## src/rtl/ct_spsram_ctrl_pkg.sv

```systemverilog
// Shared types and defaults for the 512x22 single-port SRAM arbiter/controller.
package ct_spsram_ctrl_pkg;

   typedef enum logic {
      ST_IDLE  = 1'b0,
      ST_SWEEP = 1'b1
   } state_e;

   localparam int DEF_ADDR_WIDTH = 9;
   localparam int DEF_DATA_WIDTH = 22;
   localparam int STARVE_CNT_W   = 4;

endpackage

```

## src/rtl/ct_spsram_sweep_cnt.sv

```systemverilog
// Address counter for the clear sweep: synchronous clear, count enable,
// and a flag marking the last array address.
module ct_spsram_sweep_cnt
   import ct_spsram_ctrl_pkg::*;
#(
   parameter int ADDR_WIDTH = DEF_ADDR_WIDTH
) (
   input  logic                  clk,
   input  logic                  clr,
   input  logic                  en,
   output logic [ADDR_WIDTH-1:0] cnt,
   output logic                  last
);

   logic [ADDR_WIDTH-1:0] cnt_d, cnt_q;

   always_comb begin
      cnt_d = cnt_q;
      if (clr) begin
         cnt_d = '0;
      end else if (en) begin
         cnt_d = cnt_q + 1'b1;
      end
   end

   always_ff @(posedge clk) begin
      cnt_q <= cnt_d;
   end

   assign cnt  = cnt_q;
   assign last = &cnt_q;

endmodule

```

## src/rtl/ct_spsram_512x22_arb_ctrl.sv

```systemverilog
// Shares one single-port SRAM between a read and a write requester and owns
// the clear sweep that fills the array with INIT_DATA after reset/invalidate.
module ct_spsram_512x22_arb_ctrl
   import ct_spsram_ctrl_pkg::*;
#(
   parameter int                    ADDR_WIDTH = DEF_ADDR_WIDTH,
   parameter int                    DATA_WIDTH = DEF_DATA_WIDTH,
   parameter logic [DATA_WIDTH-1:0] INIT_DATA  = '0,
   parameter int                    STARVE_MAX = 4
) (
   input  logic                  forever_cpuclk,
   input  logic                  cpurst,
   input  logic                  inv_all_req,
   output logic                  init_done,
   input  logic                  rd_req,
   input  logic [ADDR_WIDTH-1:0] rd_addr,
   output logic                  rd_gnt,
   output logic                  rd_vld,
   output logic [DATA_WIDTH-1:0] rd_data,
   input  logic                  wr_req,
   input  logic [ADDR_WIDTH-1:0] wr_addr,
   input  logic [DATA_WIDTH-1:0] wr_data,
   input  logic [DATA_WIDTH-1:0] wr_bwe,
   output logic                  wr_gnt,
   output logic                  sram_cen,
   output logic                  sram_gwen,
   output logic [DATA_WIDTH-1:0] sram_wen,
   output logic [ADDR_WIDTH-1:0] sram_a,
   output logic [DATA_WIDTH-1:0] sram_d,
   input  logic [DATA_WIDTH-1:0] sram_q
);

   localparam logic [STARVE_CNT_W-1:0] STARVE_LIM = STARVE_CNT_W'(STARVE_MAX);

   state_e                  state_d, state_q;
   logic [STARVE_CNT_W-1:0] starve_d, starve_q;
   logic                    rd_vld_d, rd_vld_q;
   logic                    init_done_d, init_done_q;
   logic [ADDR_WIDTH-1:0]   a_d, a_q;
   logic [DATA_WIDTH-1:0]   d_d, d_q;
   logic [ADDR_WIDTH-1:0]   sweep_cnt;
   logic                    sweep_last, sweep_wr, sweep_clr, arb_en, force_rd;

   assign sweep_wr  = !cpurst && (state_q == ST_SWEEP);
   assign arb_en    = !cpurst && (state_q == ST_IDLE);
   assign sweep_clr = cpurst || (arb_en && inv_all_req);

   // A starved reader takes exactly one cycle from the writer, then priority reverts.
   assign force_rd = (starve_q == STARVE_LIM) && rd_req;
   assign wr_gnt   = arb_en && wr_req && !force_rd;
   assign rd_gnt   = arb_en && rd_req && (!wr_req || force_rd);

   ct_spsram_sweep_cnt #(
      .ADDR_WIDTH (ADDR_WIDTH)
   ) u_sweep_cnt (
      .clk  (forever_cpuclk),
      .clr  (sweep_clr),
      .en   (sweep_wr),
      .cnt  (sweep_cnt),
      .last (sweep_last)
   );

   always_comb begin
      state_d = state_q;
      if (sweep_wr && sweep_last) begin
         state_d = ST_IDLE;
      end else if (arb_en && inv_all_req) begin
         state_d = ST_SWEEP;
      end

      starve_d = '0;
      if (rd_req && !rd_gnt) begin
         starve_d = (starve_q == STARVE_LIM) ? starve_q : starve_q + 1'b1;
      end

      rd_vld_d    = rd_gnt;
      init_done_d = (state_d == ST_IDLE);

      // Address/data pins keep their previous value whenever unused to avoid toggling.
      sram_cen  = 1'b1;
      sram_gwen = 1'b1;
      sram_wen  = '1;
      a_d       = a_q;
      d_d       = d_q;
      if (sweep_wr) begin
         sram_cen  = 1'b0;
         sram_gwen = 1'b0;
         sram_wen  = '0;
         a_d       = sweep_cnt;
         d_d       = INIT_DATA;
      end else if (wr_gnt) begin
         sram_cen  = 1'b0;
         sram_gwen = 1'b0;
         sram_wen  = ~wr_bwe;
         a_d       = wr_addr;
         d_d       = wr_data;
      end else if (rd_gnt) begin
         sram_cen  = 1'b0;
         a_d       = rd_addr;
      end
   end

   always_ff @(posedge forever_cpuclk) begin
      if (cpurst) begin
         state_q     <= ST_SWEEP;
         starve_q    <= '0;
         rd_vld_q    <= 1'b0;
         init_done_q <= 1'b0;
      end else begin
         state_q     <= state_d;
         starve_q    <= starve_d;
         rd_vld_q    <= rd_vld_d;
         init_done_q <= init_done_d;
      end
      a_q <= a_d;
      d_q <= d_d;
   end

   assign sram_a    = a_d;
   assign sram_d    = d_d;
   assign rd_vld    = rd_vld_q && !cpurst;
   assign rd_data   = sram_q;
   assign init_done = init_done_q;

endmodule

```

## config.mk

```make
export PLATFORM = sky130hd
export DESIGN_NAME = ct_spsram_512x22_arb_ctrl
export DESIGN_NICKNAME = d
export VERILOG_FILES = /design/src/rtl/ct_spsram_ctrl_pkg.sv /design/src/rtl/ct_spsram_sweep_cnt.sv /design/src/rtl/ct_spsram_512x22_arb_ctrl.sv
export SDC_FILE = /design/constraint.sdc
export NUM_CORES = 1
export LEC_CHECK = 0
export CAP_MARGIN = 0
export CELL_PAD_IN_SITES_DETAIL_PLACEMENT = 1
export CELL_PAD_IN_SITES_GLOBAL_PLACEMENT = 1
export CORE_AREA = 5 5 109 111
export DETAILED_ROUTE_END_ITERATION = 10
export DIE_AREA = 0 0 114 116
export PLACE_DENSITY = 0.87
export SETUP_SLACK_MARGIN = 0.02
export SLEW_MARGIN = 40
export SYNTH_ARGS = -nofsm -noshare
export SYNTH_HDL_FRONTEND = slang
export SYNTH_SLANG_ARGS = --single-unit
```

## constraint.sdc

```tcl
create_clock -name forever_cpuclk -period 2 [get_ports forever_cpuclk]
set_clock_uncertainty 0.15 [all_clocks]
set_input_delay 0.2 -clock forever_cpuclk [delete_from_list [all_inputs] [get_ports forever_cpuclk]]
set_output_delay 0.2 -clock forever_cpuclk [all_outputs]
set_load 0.01 [all_outputs]
```

==> results by group <==
Routing
  • Final ANT Viol Nets: 0
  • DR vias: approximately 3k
  • DR pass1 iterations: 4
  • Vias per cell: about 5
  • Routed len/inst: a little under 20 um
  • Drt total wl: 11700 um
  • Initial detailed-routing violation count: 107
  • Drt drc: 0

Run status
  • Outcome: finished with violations
  • Failing checks: setup timing

Floorplanning
  • IO Pins: between 150 and 200
  • Die height: around 120 um
  • Core ar.: between 10000 and 15000 sq um
  • Initial core utilization: 0.243
  • Die width: approximately 110 um
  • Die area: around 13000 sq um
  • # rows: 38

Clock tree
  • Clk_lat worst skew: approximately 300 ps
  • H-tree depth: 2
  • TritonCTS clock tree: yes
  • Clk root buf: clkbuf_8
  • Clock buffer depth: 2
  • Clock sink count: 47
  • CTS Hold Bufs: 0
  • Reg clk slew, reported paths: around 90 ps
  • Cts bufs inserted: 5

Placement
  • Placement Cell Area: 4020 sq um
  • Placed insts: 558
  • GP Congestion: roughly 0.8
  • Number of port buffers: 125
  • Post-DP HPWL: roughly 7800 um

Critical path
  • Crit Path Max Fanout: 3
  • CP dominant cell by count: buf_6
  • Critical-path cell list: inv_2 > ha_4 > buf_6 > and3b_2 > buf_6 > a211oi_2 > o32a_1 > buf_2
  • Reg2reg start: starve_q[1]$_SDFFE_PP0P_
  • Reg2Reg Depth: 8
  • Worst path max stage delay: roughly 350 ps
  • FF-to-FF setup slack: ~130 ps
  • Arrival @ worst endpoint: approximately 1900 ps
  • Critical path capture point type: output pin
  • Worst Path Required: around 1700 ps
  • Slowest-stage cell, CP: dfxtp_2
  • Reg-to-Reg End: starve_q[1]$_SDFFE_PP0P_
  • Worst Path Class, Setup: register to output pin
  • Setup crit start kind: register
  • Top delay family on crit path: buffers and inverters
  • Crit path buf inv count: 4

Yosys
  • Synth Net Count: approximately 410
  • Cells after Synth: ~310
  • Seq cells post-synth: 47
  • Post-synth EDFFs: 0
  • Syn. warnings: 0
  • Synthesized area per cell: slightly above 8 sq um
  • Cell variety after synth: 45
  • Synth Flop Type: dfxtp_1
  • Synthesized area: between 2000 and 3000 sq um
  • Sequential area share after synthesis: 0.361
  • Asr flop ratio synth: 0

Pwr
  • VDD IR max: between 0.0002 and 0.00025 V
  • Lkg Pwr: approximately 1.9 nW
  • PwrDens: just under 400 nW/um^2

Worst hold path
  • Hold Path Depth: 0
  • Worst hold endpoint: rd_data[9]
  • Hold path startpoint: sram_q[9]
  • Tightest Hold Check Type: primary input to output pin

STA
  • Max_slew headroom: 0.613
  • Final Cycle Share: 1.13
  • Fmax achieved: between 400 and 500 MHz
  • Final setup viols: 56
  • RSZ-0062 raised after global routing: yes
  • Minimum clock period: ~2300 ps
  • Worst Setup Slack, final: -265 ps
  • Max-slew violations: 0
  • Smallest hold slack: roughly 250 ps
  • Fin. Hold Viols: 0
  • Worst-Margin Slew: between 500 and 600 ps

Cells and area
  • Syn-to-layout area delta: 93.1%
  • Fraction of layout cells with a size suffix above 1: 0.517
  • Net count reported at finish: 552
  • Design area: 5030 sq um
  • Non-Filler Instances: 600
  • Ant diodes: 0

Global route
  • Initial antenna violation count: 0
  • Global route total overflow: 0
  • GRT Total Usage: 0.172
  • First-pass GRT wire length: ~18000 um
  • Pin count of the biggest net entering global routing: 30
  • Vias in the first global route: about 3.4k

Run
  • Max Cap Violations: 0
synth_stat cells (all sizes together), types with 2 or more instances:
cell,n,area (sq um)
a22oi,9,67.6
nand2b,3,26.3
nand3,6,30.0
nor2,8,30.0
clkbuf,18,68.8
a21o,2,15.0
or3,3,18.8
nor2b,2,12.5
ha,4,50.1
nand4b,2,17.5
nand4,23,144
o21ai,26,130
buf,35,244
o221ai,8,70.1
and3b,8,70.1
a211oi,3,22.5
and3,3,18.8
mux2,2,22.5
inv,16,60.1
dfxtp,47,941
a21oi,38,201
nand2,6,22.5
o31ai,24,180
and2b,2,15.0
or4,2,15.0
stage by stage:
stage	util	total power [W]	setup TNS [ps]	setup slack (ps)
final	0.470	0.00199	-8460	-265
after global routing	0.470	0.00208	-12560	-314
after CTS	0.439	0.00199	-9190	-256
after detailed placement	0.376	0.00136	-31320	-646
after global placement	0.376	0.00135	-26890	-532
after floorplan	-	0.00115	0	112
cell usage in the layout, fill, tap and decap left out, drive strengths merged, types with 4 or more instances in the layout:
cell,count
a21oi,40
a22oi,9
and3b,8
buf,122
clkbuf,6
clkdlybuf4s50,65
dfxtp,47
ha,4
inv,16
nand2,6
nand3,6
nand4,23
nor2,8
o21ai,26
o221ai,8
o31ai,24
how the worst max path moves through the flow:
stage / from / end / slack [ps] / depth (start not counted)
floorplan: starve_q[0]$_SDFFE_PP0P_ / sram_a[1] / 110 / 6
global placement: wr_req / sram_a[3] / -530 / 5
detailed placement: wr_req / sram_a[1] / -650 / 5
CTS: starve_q[1]$_SDFFE_PP0P_ / sram_d[14] / -260 / 7
global route: starve_q[1]$_SDFFE_PP0P_ / sram_a[0] / -310 / 8
finish: starve_q[1]$_SDFFE_PP0P_ / sram_a[0] / -260 / 8
layer usage:
| layer | routed length, um | share of wire | up-vias | GRT usage |
|---|---|---|---|---|
| met4 | 258 | 0.022 | 0 | 0.0483 |
| met5 | 0 | 0 | - | 0 |
| met1 | 4640 | 0.40 | 1503 | 0.185 |
| met3 | 666 | 0.057 | 22 | 0.0381 |
| li1 | - | - | 1438 | - |
| met2 | 6160 | 0.53 | 115 | 0.334 |
logic make-up (layout without fill, tap and decap cells):
kind of cell / after synthesis / in the layout / share of synthesized area
AOI/OAI and AO/OA: 114 / 116 / 0.278
and+or+nand+nor: 73 / 73 / 0.177
xor gates and xnor gates: 2 / 2 / 0.00673
buffers and inverters: 70 / 215 / 0.145
adders and majority gates: 4 / 4 / 0.0192
DFF: 47 / 47 / 0.361
muxes: 3 / 3 / 0.0125
flip-flops by register name (all words and copies together), names as in the netlist:
signal and cells:
init_done 1, a_q 9, d_q 22, starve_q 4, rd_vld_q 1, u_sweep_cnt.cnt 9, state_q 1
power by group:
part / leakage, nW / internal (W) / switching, W
sequential: 0.380 / 0.000946 / 0.00000828
combinational: 1.47 / 0.000242 / 0.000216
clock: 0.0412 / 0.000245 / 0.000328
cell type report:
cell class / instances / area, sq um
well taps: 140 / 175
multi-input cells: 198 / 2050
clock buffers: 6 / 72.6
clock inverters: 2 / 12.5
flip-flops and latches: 47 / 945
fillers: 1205 / 5670
inverters: 17 / 65.1
repair buffers: 190 / 1700
what timing repair did:
action,4_1_cts,5_1_grt
resized for setup,363,70
pin swaps,44,51
buffers inserted,27,8
hold endpoints to repair,0,0
cloned,5,0
setup endpoints to repair,67,60
Note: power is estimated with default switching activity, not from simulation.
